===== src/rtl/spi_pixel_loader_if.sv =====
// spi_pixel_loader_if: SPI pad inputs and pixel-store/controller outputs of spi_pixel_loader
// master drives sclk/mosi/ss_n/load_ack and observes the loader outputs; slave is the loader.
// spi_in is [0:7] with bit 0 the first-received (most significant) bit.
interface spi_pixel_loader_if;
  logic       sclk;
  logic       mosi;
  logic       ss_n;
  logic       load_ack;
  logic [0:7] spi_in;
  logic       write_en;
  logic       shift_SPI;
  logic       image_ready;
  logic       frame_err;
  logic [6:0] byte_cnt;
  modport master (
    output sclk, mosi, ss_n, load_ack,
    input  spi_in, write_en, shift_SPI, image_ready, frame_err, byte_cnt
  );
  modport slave (
    input  sclk, mosi, ss_n, load_ack,
    output spi_in, write_en, shift_SPI, image_ready, frame_err, byte_cnt
  );
endinterface


===== src/rtl/spi_pixel_loader.sv =====
// spi_pixel_loader: SPI mode-0 byte deserialiser feeding the 72-byte pixel store
// Ports: clk, rst (sync, active high); bus (slave modport):
//   sclk/mosi/ss_n  asynchronous SPI pads, MSB first, ss_n active low
//   load_ack        controller took the image, clears image_ready
//   spi_in          completed byte, held until the next byte completes
//   write_en/shift_SPI  one-cycle store strobes per written byte
//   image_ready/frame_err/byte_cnt  frame status
// Define CHECKSUM_EN to expect a trailing mod-256 checksum byte after the pixels.
module spi_pixel_loader #(
  parameter int NUM_BYTES   = 72,
  parameter int SYNC_STAGES = 2
) (
  input logic               clk,
  input logic               rst,
  spi_pixel_loader_if.slave bus
);
  typedef enum logic [2:0] {
    IDLE, RECV, WRITE, DONE
`ifdef CHECKSUM_EN
    , CHK
`endif
  } state_t;
  state_t                 state_q, state_d;
  logic [SYNC_STAGES-1:0] sclk_s_q, sclk_s_d, mosi_s_q, mosi_s_d, ss_s_q, ss_s_d;
  logic                   sclk_last_q, sclk_last_d, ss_last_q, ss_last_d;
  logic [3:0]             bit_cnt_q, bit_cnt_d;
  logic [0:7]             sh_q, sh_d, spi_in_q, spi_in_d;
  logic [6:0]             byte_cnt_q, byte_cnt_d;
  logic                   write_q, write_d, image_ready_q, image_ready_d, frame_err_q, frame_err_d;
`ifdef CHECKSUM_EN
  logic [7:0]             sum_q, sum_d;
`endif
  logic                   sclk_v, mosi_v, ss_v, rise, ss_fall, bit_done, take, full;
  assign sclk_v   = sclk_s_q[SYNC_STAGES-1];
  assign mosi_v   = mosi_s_q[SYNC_STAGES-1];
  assign ss_v     = ss_s_q[SYNC_STAGES-1];
  assign rise     = sclk_v & ~sclk_last_q;
  assign ss_fall  = ss_last_q & ~ss_v;
  assign bit_done = bit_cnt_q == 4'd8;
  // The 8th bit is still taken when ss_n rises alongside it, so that byte is written.
  assign take     = rise & ((bit_cnt_q == 4'd7) | ~ss_v);
  assign full     = byte_cnt_q == 7'(NUM_BYTES - 1);
  always_comb begin
    sclk_s_d      = {sclk_s_q[SYNC_STAGES-2:0], bus.sclk};
    mosi_s_d      = {mosi_s_q[SYNC_STAGES-2:0], bus.mosi};
    ss_s_d        = {ss_s_q[SYNC_STAGES-2:0], bus.ss_n};
    sclk_last_d   = sclk_v;
    ss_last_d     = ss_v;
    state_d       = state_q;
    bit_cnt_d     = bit_cnt_q;
    sh_d          = take ? {sh_q[1:7], mosi_v} : sh_q;
    spi_in_d      = spi_in_q;
    write_d       = 1'b0;
    byte_cnt_d    = byte_cnt_q;
    image_ready_d = image_ready_q;
    frame_err_d   = frame_err_q;
`ifdef CHECKSUM_EN
    sum_d         = sum_q;
`endif
    case (state_q)
      IDLE: if (ss_fall) begin
        state_d       = RECV;
        bit_cnt_d     = '0;
        byte_cnt_d    = '0;
        image_ready_d = 1'b0;
        frame_err_d   = 1'b0;
`ifdef CHECKSUM_EN
        sum_d         = '0;
`endif
      end
      RECV: if (bit_done) begin
        state_d   = WRITE;
        bit_cnt_d = '0;
        spi_in_d  = sh_q;
        write_d   = 1'b1;
      end else if (take) begin
        bit_cnt_d = bit_cnt_q + 4'd1;
      end else if (ss_v) begin
        state_d       = IDLE;
        frame_err_d   = 1'b1;
        image_ready_d = 1'b0;
      end
      WRITE: begin
        byte_cnt_d = byte_cnt_q + 7'd1;
`ifdef CHECKSUM_EN
        sum_d       = sum_q + spi_in_q;
        state_d     = ss_v ? IDLE : full ? CHK : RECV;
        frame_err_d = frame_err_q | ss_v;
`else
        state_d       = ss_v ? IDLE : full ? DONE : RECV;
        image_ready_d = image_ready_q | full;
        frame_err_d   = frame_err_q | (ss_v & ~full);
`endif
      end
`ifdef CHECKSUM_EN
      CHK: if (bit_done) begin
        state_d       = DONE;
        bit_cnt_d     = '0;
        image_ready_d = sh_q == sum_q;
        frame_err_d   = sh_q != sum_q;
      end else if (take) begin
        bit_cnt_d = bit_cnt_q + 4'd1;
      end else if (ss_v) begin
        state_d       = IDLE;
        frame_err_d   = 1'b1;
        image_ready_d = 1'b0;
      end
`endif
      DONE: if (ss_v) state_d = IDLE;
      default: state_d = IDLE;
    endcase
    if (bus.load_ack) image_ready_d = 1'b0;
  end
  always_ff @(posedge clk) begin
    if (rst) begin
      sclk_s_q      <= '0;
      mosi_s_q      <= '0;
      ss_s_q        <= '1;
      sclk_last_q   <= 1'b0;
      ss_last_q     <= 1'b1;
      state_q       <= IDLE;
      bit_cnt_q     <= '0;
      sh_q          <= '0;
      spi_in_q      <= '0;
      byte_cnt_q    <= '0;
      write_q       <= 1'b0;
      image_ready_q <= 1'b0;
      frame_err_q   <= 1'b0;
`ifdef CHECKSUM_EN
      sum_q         <= '0;
`endif
    end else begin
      sclk_s_q      <= sclk_s_d;
      mosi_s_q      <= mosi_s_d;
      ss_s_q        <= ss_s_d;
      sclk_last_q   <= sclk_last_d;
      ss_last_q     <= ss_last_d;
      state_q       <= state_d;
      bit_cnt_q     <= bit_cnt_d;
      sh_q          <= sh_d;
      spi_in_q      <= spi_in_d;
      byte_cnt_q    <= byte_cnt_d;
      write_q       <= write_d;
      image_ready_q <= image_ready_d;
      frame_err_q   <= frame_err_d;
`ifdef CHECKSUM_EN
      sum_q         <= sum_d;
`endif
    end
  end
  assign bus.spi_in      = spi_in_q;
  assign bus.write_en    = write_q;
  assign bus.shift_SPI   = write_q;
  assign bus.image_ready = image_ready_q;
  assign bus.frame_err   = frame_err_q;
  assign bus.byte_cnt    = byte_cnt_q;
endmodule


===== src/flat_wrapper.sv =====
// flat-port wrapper written by rule: the top's interface ports become plain ports
module spi_pixel_loader_flat 
#(
  parameter int NUM_BYTES   = 72,
  parameter int SYNC_STAGES = 2
)
  (clk, rst, bus_sclk, bus_mosi, bus_ss_n, bus_load_ack, bus_spi_in, bus_write_en, bus_shift_SPI, bus_image_ready, bus_frame_err, bus_byte_cnt);
  spi_pixel_loader_if bus_i ();
  input logic clk;
  input logic rst;
  input wire logic [$bits(bus_i.sclk)-1:0] bus_sclk;
  input wire logic [$bits(bus_i.mosi)-1:0] bus_mosi;
  input wire logic [$bits(bus_i.ss_n)-1:0] bus_ss_n;
  input wire logic [$bits(bus_i.load_ack)-1:0] bus_load_ack;
  output wire logic [$bits(bus_i.spi_in)-1:0] bus_spi_in;
  output wire logic [$bits(bus_i.write_en)-1:0] bus_write_en;
  output wire logic [$bits(bus_i.shift_SPI)-1:0] bus_shift_SPI;
  output wire logic [$bits(bus_i.image_ready)-1:0] bus_image_ready;
  output wire logic [$bits(bus_i.frame_err)-1:0] bus_frame_err;
  output wire logic [$bits(bus_i.byte_cnt)-1:0] bus_byte_cnt;
  assign bus_i.sclk = bus_sclk;
  assign bus_i.mosi = bus_mosi;
  assign bus_i.ss_n = bus_ss_n;
  assign bus_i.load_ack = bus_load_ack;
  assign bus_spi_in = bus_i.spi_in;
  assign bus_write_en = bus_i.write_en;
  assign bus_shift_SPI = bus_i.shift_SPI;
  assign bus_image_ready = bus_i.image_ready;
  assign bus_frame_err = bus_i.frame_err;
  assign bus_byte_cnt = bus_i.byte_cnt;
  spi_pixel_loader #(.NUM_BYTES(NUM_BYTES), .SYNC_STAGES(SYNC_STAGES)) u_core (.clk(clk), .rst(rst), .bus(bus_i));
endmodule

===== config.mk =====
export PLATFORM = sky130hd
export DESIGN_NAME = spi_pixel_loader_flat
export DESIGN_NICKNAME = d
export VERILOG_FILES = /design/src/rtl/spi_pixel_loader_if.sv /design/src/rtl/spi_pixel_loader.sv /design/src/flat_wrapper.sv
export SDC_FILE = /design/constraint.sdc
export NUM_CORES = 1
export LEC_CHECK = 0
export CORE_MARGIN = 2
export CORE_UTILIZATION = 50
export CTS_BUF_LIST = sky130_fd_sc_hd__clkbuf_8
export DETAILED_ROUTE_END_ITERATION = 8
export PLACE_DENSITY = 0.8
export REMOVE_ABC_BUFFERS = 1
export SLEW_MARGIN = 40
export SYNTH_ARGS = -nofsm -noshare
export SYNTH_HDL_FRONTEND = slang
export SYNTH_SLANG_ARGS = --single-unit

===== constraint.sdc =====
create_clock -name clk -period 2.3 [get_ports clk]
set_input_delay 0.575 -clock clk [delete_from_list [all_inputs] [get_ports clk]]
set_output_delay 0.575 -clock clk [all_outputs]
set_load 0.01 [all_outputs]

Yosys cells after proc, flatten, opt, wreduce, memory -nomap -nowiden
Index checks and enable logic that the tools add are counted.
{"block": "op_classes", "n_mux": 23, "bitwise": 11, "n_reduce_logical": 11, "n_eq_ne": 12, "n_addsub": 2}
{"op": "$mux W3", "count": 5}
{"op": "$pmux W7 S2", "count": 1}
{"op": "$mux W4", "count": 3}
{"op": "$pmux W3 S4", "count": 1}
{"op": "$mux W1", "count": 8}
{"op": "$pmux W4 S2", "count": 1}
{"op": "$add A7 B1 Y7 const B", "count": 1}
{"op": "$eq A7 B7 Y1 const B", "count": 1}
{"op": "$mux W7", "count": 1}
{"op": "$eq A3 B2 Y1 const B", "count": 2}
{"op": "$pmux W1 S3", "count": 2}
{"op": "$reduce_and A2 Y1", "count": 3}
{"op": "$reduce_and A5 Y1", "count": 1}
{"op": "$add A4 B1 Y4 const B", "count": 1}
{"op": "$and A1 B1 Y1", "count": 4}
{"op": "$eq A4 B3 Y1 const B", "count": 1}
{"op": "$eq A4 B4 Y1 const B", "count": 1}
{"op": "$ne A2 B1 Y1 const B", "count": 2}
{"op": "$ne A2 B2 Y1 const B", "count": 2}
{"op": "$not A1 Y1", "count": 4}
{"op": "$reduce_bool A2 Y1", "count": 2}
{"op": "$reduce_or A2 Y1", "count": 2}
{"op": "$eq A3 B1 Y1 const B", "count": 1}
{"op": "$logic_not A3 Y1", "count": 1}
{"op": "other kinds (6)", "count": 8}
{"block": "word_totals", "out_inout_bits": 19, "word_cells": 72, "register_bits": 41, "in_bits": 6}

Longest topological paths before layout
Gate-level depths: netlist of the first run.
{"block": "depth", "ltp_word": 6, "depth_mapped": 6, "depth_no_buf": 6}

Least setup slack after synthesis of the first run
No wires, ideal clock.
{"block": "synth_path", "kind": "register -> register", "start": "register u_core.byte_cnt_q[0], in the netlist u_core.bus.byte_cnt[0]", "end": "register u_core.state_q[1]", "synth_period_minus_slack_ps": 1595, "required_ps": 2214, "n_path_buf": 0, "arrival_ps": 1510, "path_stages_with_launch": 6, "setup_time_ps": 86, "path_slack_ps": 705, "path_cell_list": "dfxtp_1 -> ha_1 -> and3b_1 -> nand3_1 -> or4_1 -> a211oi_1"}
{"block": "synth_between", "elab_chain_cells": 4}
{"item": "start, declared", "line": "spi_pixel_loader.sv:28", "source": "logic [6:0] byte_cnt_q, byte_cnt_d;"}
{"item": "start signal, assigned", "line": "spi_pixel_loader.sv:142", "source": "byte_cnt_q <= byte_cnt_d;"}
{"item": "$eq A7 B7 Y1", "line": "spi_pixel_loader.sv:42", "source": "assign full = byte_cnt_q == 7'(NUM_BYTES - 1);"}
{"item": "$mux W2", "line": "spi_pixel_loader.sv:90", "source": "state_d = ss_v ? IDLE : full ? DONE : RECV;"}
{"item": "$mux W3", "line": "spi_pixel_loader.sv:90"}
{"item": "$pmux W3 S4", "line": "spi_pixel_loader.sv:60", "source": "case (state_q)"}
{"item": "end signal, assigned", "line": "spi_pixel_loader.sv:138", "source": "state_q <= state_d;"}
{"item": "end, declared", "line": "spi_pixel_loader.sv:23", "source": "state_t state_q, state_d;"}
Every way passes these cells.
A chain may end at the register's enable or synchronous reset.

Worst setup path after layout of the first run
{"block": "layout_path", "start": "register u_core.byte_cnt_q[3], in the netlist u_core.bus.byte_cnt[3]", "end": "output port bus_byte_cnt[3]"}
{"item": "end, declared", "line": "flat_wrapper.sv:20", "source": "output wire logic [$bits(bus_i.byte_cnt)-1:0] bus_byte_cnt;"}
No word-level cell between the ends.

==> summary.md, run 1 <==
| Metric | Value |
|---|---|
| Crit-path max FO | `8` |
| Worst-Skew Late Latency | `between 0.2 and 0.3 ns` |
| R2R Path Start | `u_core.bit_cnt_q[0]` |
| Final setup TNS | `0 ns` |
| Port Buf Inserts | `24` |
| Detail Placement HPWL | `2580 um` |
| Remaining DRCs | `0` |
| Die ar. | `~4100 um^2` |
| Power per cell area | `655 nW/um^2` |
| Startpoint types | `register` |
| EDFF count, synth | `0` |
| Pin count of the biggest net entering global routing | `22` |
| Core area | `3390 um^2` |
| Clk pin slew, worst setup/hold paths | `around 0.080 ns` |
| Required @ worst endpoint | `1.73 ns` |
| # fillers | `276` |
| Ys async rst share | `0%` |
| Synthesized instance count | `approximately 200` |
| Final worst slack | `0.399 ns` |
| Worst hold start | `u_core.ss_s_q[0]` |
| N_diodes | `0` |
| Hold Path Cell Cnt | `1` |
| CTS tree | `done` |
| Dpl ws | `0.467 ns` |
| Min Tclk post-route | `1.90 ns` |
| Synth area leader | `dfxtp_1` |
| Delay-heaviest family, CP | `buffers and inverters` |
| Mapped Avg Cell Area | `9.05 um^2` |
| Total CTS buffers | `5` |
| Congestion Overflow GR | `0` |
| Initial cell density of the core | `a little over half` |
| Post_cts resized | `0` |
| Avg Vias per Cell | `about 5.6` |
| RSZ-0062 raised after global routing | `false` |
| Reg2Reg Setup Slack | `between 0.4 and 0.5 ns` |
| Hold Slack | `a little over 0.4 ns` |
| Initial antenna violation count | `0` |
| Clock tree sinks | `41` |
| Critical path type | `register to output port` |
| Maxcap violations | `0` |
| Reg-to-reg endpoint | `u_core.bus.image_ready` |
| Root buffer cell | `clkbuf_8` |
| Reg area | `just over 800 um^2` |
| Cell Rows | `21` |
| Main synth FF type | `dfxtp_1` |
| Lkg Pwr | `between 0.0008 and 0.0009 uW` |
| GP Congestion | `between 0.8 and 0.9` |
| Max Slew Vio Count | `0` |
| All-Layer GR Usage | `between 20% and 30%` |
| Die H | `between 60 and 70 um` |
| Slew @ Worst Pin | `a little under 0.6 ns` |
| Class of the worst hold path | `register to register` |
| Period utilization | `~83%` |
| Synth top cells by count | `dfxtp_1 (41), nand2_1 (22), nor2_1 (20), a21oi_1 (17), mux2i_1 (8)` |
| Fmax | `~530 MHz` |
| Cts hold-fix bufs | `0` |
| Antenna Violating Nets Remaining | `0` |
| Crit. End Element | `output port` |
| R2R cell count | `5` |
| First-pass GRT wire length | `~6600 um` |
| Yosys top cell area share | `approximately 46%` |
| Final count of negative-setup-slack endpoints | `0` |
| FF+latch count, synth | `between 40 and 50` |
| Final hold vios | `0` |
| CP peak stage delay | `between 0.5 and 0.6 ns` |
| Ports | `25` |
| Area grow syn2layout | `22.9%` |
| Drt first-iter violations | `just over 60` |
| Outcome | `completed` |
| Maximum vdd drop | `approximately 640 uV` |
| CTS Buffer Depth | `2` |
| Synthesis warning total | `0` |
| H-Tree Depth | `2` |
| CP bufs+invs | `1` |
| Seq/Total Area, Yosys | `roughly 46%` |
| Overall die width | `64.0 um` |
| Clock skew | `approximately 0.0024 ns` |
| Final Util | `between 60 and 70%` |
| Slowest cell on crit path | `clkdlybuf4s50_1` |
| Worst relative slew slack | `roughly 61%` |
| Cell area after synthesis | `1800 um^2` |
| Drt pass-1 iters | `4` |
| WL final | `3900 um` |
| Netlist cell types | `48` |
| NumNets Final | `about 230` |
| # Post-CTS Setup Buffers | `0` |
| Crit path arrival time | `~1.3 ns` |
| Most frequent cell after synthesis | `dfxtp_1` |
| Number of global-route vias before repair | `roughly 1.4k` |
| Min-Delay Endpoint | `u_core.ss_s_q[1]` |
| Total Power | `1450 uW` |
| Routed len/inst | `between 10 and 15 um` |
| Fraction of layout cells with a size suffix above 1 | `a little under an eighth` |
| Multi-input logic area | `approximately 900 um^2` |
| CP cell instances | `clkdlybuf4s50_1` |
| Dominant cells by area after synthesis | `dfxtp_1 (46%), a21oi_1 (4.7%), nand2_1 (4.6%), mux2i_1 (4.4%), nor2_1 (4.2%)` |
| Vias post-DR | `roughly 1.5k` |
## how the worst max path moves through the flow
stage / start / to / slack (ns) / depth (start not counted)
after floorplan: u_core.bus.byte_cnt[0] / u_core.state_q[1] / 0.70 / 5
after global placement: rst / u_core.bus.frame_err / 0.49 / 4
after detailed placement: rst / u_core.bus.frame_err / 0.47 / 4
after CTS: u_core.bus.byte_cnt[3] / bus_byte_cnt[3] / 0.40 / 1
after global routing: u_core.bus.byte_cnt[3] / bus_byte_cnt[3] / 0.33 / 1
final: u_core.bus.byte_cnt[3] / bus_byte_cnt[3] / 0.40 / 1
## per-stage QoR
step / area [um^2] / cells
3_5_place_dp: 2080 / 264
5_1_grt: 2210 / 272
3_3_place_gp: 2080 / 264
6_report: 2210 / 272
4_1_cts: 2210 / 272
2_1_floorplan: 1740 / 189
## state kept, by name, summed over array words and instances (netlist names)
signal,flops
u_core.ss_s_q,2
u_core.sh_q,8
u_core.bus.frame_err,1
u_core.bus.spi_in,8
u_core.ss_last_q,1
u_core.sclk_last_q,1
u_core.mosi_s_q,2
u_core.sclk_s_q,2
u_core.bus.image_ready,1
u_core.state_q,3
u_core.bus.byte_cnt,7
u_core.bus.shift_SPI,1
u_core.bit_cnt_q,4
## cell families after synthesis
kind of cell | synth area share (%)
AOI/OAI and AO/OA | 16.6
adders and majority gates | 2.09
buffers and inverters | 4.38
DFF | 45.6
muxes | 5.70
other | 0.208
and+or+nand+nor | 25.4
## placed cells by master, fill, tap and decap left out, drive strengths merged, types with 3 or more instances in the layout
master,synthesis,layout
dfxtp,41,41
clkdlybuf4s50,0,24
nand2,22,22
nor2,21,21
a21oi,17,17
mux2i,8,8
o21ai,7,7
inv,6,6
nor2b,6,6
nand3,6,6
clkbuf,4,5
buf,6,5
or2,4,4
nor3b,4,4
nand3b,3,3
and3b,3,3
o211ai,3,3
a211oi,3,3
ha,3,3
or3b,3,3
## power by group
part / switching (uW) / total (uW) / leakage (uW) / internal, uW
sequential: 6.96 / 723 / 0.000332 / 716
clock: 248 / 679 / 0.0000681 / 431
combinational: 25.8 / 47.8 / 0.000410 / 22.1
total: 280 / 1450 / 0.000810 / 1170
## layout make-up
class                   instances  share of cell area, %
clock buffers                   5                   3.11
repair buffers                 29                   12.5
well taps                      46                   2.60
clock inverters                 3                   2.94
flip-flops and latches         41                   37.1
multi-input cells             142                   40.7
inverters                       6                   1.02
## layer usage
layer,global-route usage (%),part of all wire [%],wire [um],vias to the layer above
met3,4.58,5.2,202,5
met5,0,0,0,-
li1,-,-,-,755
met1,26.5,46,1790,721
met4,8.97,1.3,50,0
met2,32.7,48,1860,52
(Power assumes the default switching activity.)
==> run 2: changes to the inputs <==
==> constraint.sdc (replaced) <==
create_clock -name clk -period 1.8 [get_ports clk]
set_input_delay 0.45 -clock clk [delete_from_list [all_inputs] [get_ports clk]]
set_output_delay 0.45 -clock clk [all_outputs]
set_load 0.01 [all_outputs]
==> run 2 against run 1 <==
Effect of this change:
- sequential share of layout area fell by 0.18 points
- clock power rose by 7.2%
- worst hold slack improved by 0.0080 ns
- first-iteration DRC count did not move
- critical endpoint is now bus_byte_cnt[2]
- largest power group unchanged
==> summary.md, run 2 (synthesis results as in run 1) <==
| Metric | Value |
|---|---|
| Outcome | `completed` |
| Max Slew Vio Count | `0 (unchanged)` |
| Root buffer cell | `clkbuf_8` |
| Commonest cells after routing, fill and taps aside | `dfxtp_1 (38), clkdlybuf4s50_1 (24), nand2_1 (22)` |
| Ports | `25 (unchanged)` |
| Reg area | `825 um^2 (+0.46%)` |
| Crit. End Element | `output port` |
| H-Tree Depth | `2 (unchanged)` |
| Remaining DRCs | `0 (unchanged)` |
| Combinational share of power | `3.6% (+0.3 points)` |
| Worst hold start | `u_core.ss_s_q[0]` |
| Clock power frac | `42.5% (-4.3 points)` |
| CTS tree | `done` |
| Clk pin slew, worst setup/hold paths | `0.08 ns (about the same)` |
| Hold Path Cell Cnt | `1 (unchanged)` |
| Antenna Violating Nets Remaining | `0 (unchanged)` |
| Port Buf Inserts | `24 (unchanged)` |
| Total CTS buffers | `5 (unchanged)` |
| All-Layer GR Usage | `20.4% (-0.067 points)` |
| Period utilization | `between 90% and 100%` |
| Crit-path max FO | `7 (-1)` |
| Fmax | `567 MHz` |
| Int Power | `1350 uW (+16%)` |
| Vias post-DR | `1537 (+0.26%)` |
| Critical Path Stages | `1 (unchanged)` |
| Pin count of the biggest net entering global routing | `22 (unchanged)` |
| Final hold vios | `0 (unchanged)` |
| Cell Rows | `21 (unchanged)` |
| CP cell instances | `clkdlybuf4s50_1` |
| WL final | `3780 um (-3.1%)` |
| Min Tclk post-route | `roughly 1.8 ns` |
| Maxcap violations | `0 (unchanged)` |
| CP peak stage delay | `0.58 ns (about the same)` |
| First-pass GRT wire length | `6530 um (-1.0%)` |
| Area grow syn2layout | `24.1%` |
| Slowest cell on crit path | `clkdlybuf4s50_1` |
| Class of the worst hold path | `register to register` |
| Die ar. | `4100 um^2 (unchanged)` |
| GP Congestion | `0.826 (-0.22%)` |
| CP Launch Point | `u_core.bus.byte_cnt[2]` |
| Congestion Overflow GR | `0 (unchanged)` |
| Startpoint types | `register` |
| Fraction of layout cells with a size suffix above 1 | `15.2% (+3.2 points)` |
| Lkg Pwr | `0.000824 uW (+1.7%)` |
| Reg2Reg Setup Slack | `0.11 ns (-0.36 ns)` |
| Initial cell density of the core | `53.1% (unchanged)` |
| Initial antenna violation count | `0 (unchanged)` |
| Worst-Skew Late Latency | `0.29 ns (about the same)` |
| Sw Share | `21.0% (+1.6 points)` |
| Delay-heaviest family, CP | `buffers and inverters` |
| Drt pass-1 iters | `4 (unchanged)` |
| N_diodes | `0 (unchanged)` |
| CP bufs+invs | `1 (unchanged)` |
| Power per cell area | `767 nW/um^2 (+17%)` |
| Drt first-iter violations | `62 (unchanged)` |
| Clock tree sinks | `41 (unchanged)` |
| Total Power | `1710 uW (+18%)` |
| Avg Vias per Cell | `5.55 (-1.5%)` |
| R2R cell count | `5 (unchanged)` |
| Maximum vdd drop | `675 uV (+6.3%)` |
| Overall die width | `64.0 um (unchanged)` |
| Register share of total power | `53.9% (+4.0 points)` |
| Multi-input logic area | `903 um^2 (+0.28%)` |
| Core area | `3390 um^2 (unchanged)` |
| R2R Path Start | `u_core.bus.byte_cnt[1]` |
| Most common cell after layout, fill and taps aside | `dfxtp_1` |
| Hold Slack | `0.423 ns (+0.00804 ns)` |
| Crit path arrival time | `1.31 ns (-0.02 ns)` |
| Die H | `64.0 um (unchanged)` |
| Required @ worst endpoint | `1.35 ns (-0.38 ns)` |
| Number of global-route vias before repair | `1433 (+1.8%)` |
| Final count of negative-setup-slack endpoints | `0 (unchanged)` |
| Clock skew | `0.00336 ns (+0.000971 ns)` |
| NumNets Final | `239 (+2.1%)` |
| # fillers | `276 (unchanged)` |
| Critical path type | `register to output port` |
| Detail Placement HPWL | `2590 um (+0.32%)` |
| Routed len/inst | `13.7 um (-4.8%)` |
| Psw | `360 uW (+28%)` |
| CTS Buffer Depth | `2 (unchanged)` |
==> run 2: cell count changes in the layout (fill, tap and decap cells not counted) <==
cell,previous run,this run
clkinv_2,1,0
dfxtp_2,0,3
dfxtp_1,41,38
clkinv_4,0,1
buf_4,5,10
bufinv_16,2,1
inv_1,6,7
ha_2,0,1
ha_1,3,2
==> run 2: what timing repair did <==
| action | in CTS | in global routing |
|---|---|---|
| hold endpoints to repair | 0 | 0 |
| buffers inserted | 0 | 1 |
| endpoints found under the setup margin | 0 | 4 |
| gates resized for setup | 0 | 4 |
| hold buffers | 0 | 0 |
==> run 2: cell type report <==
type / instances / area share, %
multi-input cells: 142 / 40.4
flip-flops and latches: 41 / 36.9
repair buffers: 34 / 14.1
clock buffers: 5 / 3.08
well taps: 46 / 2.58
clock inverters: 3 / 1.90
inverters: 6 / 1.01
==> run 2: through the flow <==
stage	setup TNS, ns	instance area, um^2	setup slack, ns	utilization, %	cells
3_5_place_dp	0	2110	0.105	62.2	268
3_3_place_gp	0	2110	0.115	62.2	268
2_1_floorplan	0	1740	0.205	-	189
5_1_grt	-0.0159	2230	-0.0159	65.9	277
4_1_cts	0	2220	0.0352	65.5	276
6_report	0	2230	0.0363	65.9	277
==> run 2: power by group through the flow <==
stage                     logic (uW)  clock network (uW)  registers, uW
after global placement          60.5                   0            944
after global routing            68.9                 777            925
final                           62.4                 728            923
after floorplan                 26.1                   0            943
after detailed placement        61.6                   0            944
after CTS                       62.4                 741            923
==> run 2: metal layers <==
layer / up-vias / global-route usage (%) / wire [um] / share of wire (%)
met4: 0 / 10.3 / 85 / 2.2
met3: 11 / 3.87 / 158 / 4.2
met5: - / 0 / 0 / 0
li1: 767 / - / - / -
met2: 39 / 31.9 / 1780 / 47
met1: 720 / 26.8 / 1760 / 47
==> run 2: worst paths after layout <==
kind                        to
max            bus_byte_cnt[2]
min           u_core.ss_s_q[1]
min reg2reg   u_core.ss_s_q[1]
max reg2reg  u_core.state_q[1]
==> run 3: changes to the inputs <==
--- a/config.mk
+++ b/config.mk
@@ -5,11 +5,12 @@
 export SDC_FILE = /design/constraint.sdc
 export NUM_CORES = 1
 export LEC_CHECK = 0
+export CORE_ASPECT_RATIO = 1.4
 export CORE_MARGIN = 2
 export CORE_UTILIZATION = 50
 export CTS_BUF_LIST = sky130_fd_sc_hd__clkbuf_8
 export DETAILED_ROUTE_END_ITERATION = 8
-export PLACE_DENSITY = 0.8
+export PLACE_DENSITY = 0.74
 export REMOVE_ABC_BUFFERS = 1
 export SLEW_MARGIN = 40
 export SYNTH_ARGS = -nofsm -noshare
==> run 3 against run 2 <==
Effect of this change:
- clock skew is 0.0045 ns higher
- core utilization is 0.28 points lower
- final cell count is 1.4% lower
- sequential share of layout area hardly changed
- register-to-register slack hardly changed
- total power is 5.6% lower
- setup slack better by 0.048 ns
- wire length is 2.7% higher
- sequential cell count stayed put
- via count is 2.2% higher
- clock-buffer cell count stayed put
- design area is 0.17% higher
- critical path type unchanged
- largest power group unchanged
- highest routed layer unchanged
==> summary.md, run 3 (synthesis results as in run 1) <==
| Metric | Value |
|---|---|
| Startpoint types | `register` |
| Total CTS buffers | `5 (unchanged)` |
| Fraction of layout cells with a size suffix above 1 | `16.7% (+1.6 points)` |
| Congestion Overflow GR | `0 (unchanged)` |
| Crit. End Element | `output port` |
| H-Tree Depth | `2 (unchanged)` |
| Critical path type | `register to output port` |
| Initial cell density of the core | `52.8% (-0.31 points)` |
| Remaining DRCs | `0 (unchanged)` |
| Required @ worst endpoint | `1.35 ns (about the same)` |
| Min Tclk post-route | `1.72 ns (-0.0484 ns)` |
| Most common cell after layout, fill and taps aside | `dfxtp_1` |
| All-Layer GR Usage | `21.4% (+1.0 points)` |
| Maximum vdd drop | `673 uV (-0.31%)` |
| WL final | `3880 um (+2.7%)` |
| Crit path arrival time | `1.27 ns (-0.04 ns)` |
| CP peak stage delay | `0.56 ns (-0.02 ns)` |
| First-pass GRT wire length | `6530 um (+0.11%)` |
| Detail Placement HPWL | `2740 um (+5.8%)` |
| GP Congestion | `0.836 (+1.2%)` |
| NumNets Final | `241 (+0.84%)` |
| Number of global-route vias before repair | `1470 (+2.6%)` |
| Class of the worst hold path | `register to register` |
| Max Slew Vio Count | `0 (unchanged)` |
| Die ar. | `4100 um^2 (+0.17%)` |
| Pin count of the biggest net entering global routing | `35 (+59%)` |
| Clock tree sinks | `41 (unchanged)` |
| Crit-path max FO | `5 (-2)` |
| Slowest cell on crit path | `clkdlybuf4s50_1` |
| Core area | `3410 um^2 (+0.59%)` |
| Hold Slack | `0.420 ns (-0.00247 ns)` |
| Delay-heaviest family, CP | `buffers and inverters` |
| Antenna Violating Nets Remaining | `0 (unchanged)` |
| Drt first-iter violations | `54 (-13%)` |
| Vias post-DR | `1571 (+2.2%)` |
| Overall die width | `54.7 um (-15%)` |
| Routed len/inst | `14.2 um (+4.2%)` |
| Clock skew | `0.00790 ns (+0.00454 ns)` |
| Final hold vios | `0 (unchanged)` |
| Area grow syn2layout | `24.3%` |
| Clk pin slew, worst setup/hold paths | `0.09 ns (about the same)` |
| Ports | `25 (unchanged)` |
| Drt pass-1 iters | `5 (+1)` |
| CP cell instances | `clkdlybuf4s50_1` |
| N_diodes | `0 (unchanged)` |
| Commonest cells after routing, fill and taps aside | `dfxtp_1 (37), clkdlybuf4s50_1 (24), nand2_1 (22)` |
| CTS Buffer Depth | `2 (unchanged)` |
| Fmax | `583 MHz (+2.8%)` |
| Avg Vias per Cell | `5.75 (+3.7%)` |
| Final count of negative-setup-slack endpoints | `0 (unchanged)` |
| Cell Rows | `25 (+19%)` |
| Period utilization | `95.3% (-2.7 points)` |
| Cts hold-fix bufs | `0 (unchanged)` |
| Initial antenna violation count | `0 (unchanged)` |
| CP bufs+invs | `1 (unchanged)` |
| Maxcap violations | `0 (unchanged)` |
| Lkg Pwr | `0.000825 uW (+0.15%)` |
| Power per cell area | `723 nW/um^2 (-5.7%)` |
| # fillers | `275 (-0.36%)` |
| Root buffer cell | `clkbuf_8` |
| CTS tree | `done` |
| Port Buf Inserts | `24 (unchanged)` |
| Worst-Skew Late Latency | `0.30 ns (about the same)` |
| Final Util | `65.7% (-0.28 points)` |
| Outcome | `completed` |
| Die H | `75 um (+17%)` |
==> run 3: cell count changes in the layout (fill, tap and decap cells not counted), sizes merged <==
| cell | delta |
|---|---|
| buf | +2 |
| bufinv | -1 |
| clkinvlp | +1 |
==> run 3: routing by layer <==
metal	global-route usage (%)	share of wire [%]
met1	26.6	43
met2	34.1	50
met3	6.15	5.0
met4	9.17	1.7
met5	0	0
==> run 3: area by class of cell <==
class	count	area [um^2]	area share, %
well taps	40	50.0	2.24
clock inverters	3	25.0	1.12
flip-flops and latches	41	826	36.9
clock buffers	5	68.8	3.07
multi-input cells	142	903	40.4
repair buffers	36	343	15.3
inverters	6	22.5	1.01
==> run 3: what timing repair did <==
item,4_1_cts,5_1_grt
gates resized for setup,0,5
setup endpoints to repair,0,5
buffers inserted,0,3
==> run 3: through the flow <==
stage          cell area, um^2  TNS (ns)  setup slack, ns  total power, uW  cells
2_1_floorplan             1740         0            0.205              969    189
4_1_cts                   2210         0           0.0195             1630    270
3_3_place_gp              2110         0            0.146             1010    262
3_5_place_dp              2110         0            0.117             1010    262
5_1_grt                   2240  -0.00160         -0.00160             1670    273
6_report                  2240         0           0.0848             1620    273
==> run 3: worst register-to-register path, stage by stage, from the launching register on <==
cell and delay, ns:
dfxtp_1 0.39, ha_1 0.22, and3b_1 0.26, o21ai_2 0.08, buf_4 0.17, a32o_1 0.21
a32o_1 0.24
==> run 3: final timing paths <==
path                          start  depth (start not counted)                   end  slack, ns
max          u_core.bus.byte_cnt[6]                          1       bus_byte_cnt[6]       0.08
min reg2reg        u_core.ss_s_q[0]                          1      u_core.ss_s_q[1]       0.42
min                u_core.ss_s_q[0]                          1      u_core.ss_s_q[1]       0.42
max reg2reg     u_core.bit_cnt_q[1]                          6  u_core.bus.frame_err       0.12
==> run 3: power by group <==
group | switching, uW | internal, uW | total (uW)
combinational | 34.2 | 31.9 | 66.1
clock | 349 | 280 | 628
sequential | 8.53 | 915 | 924
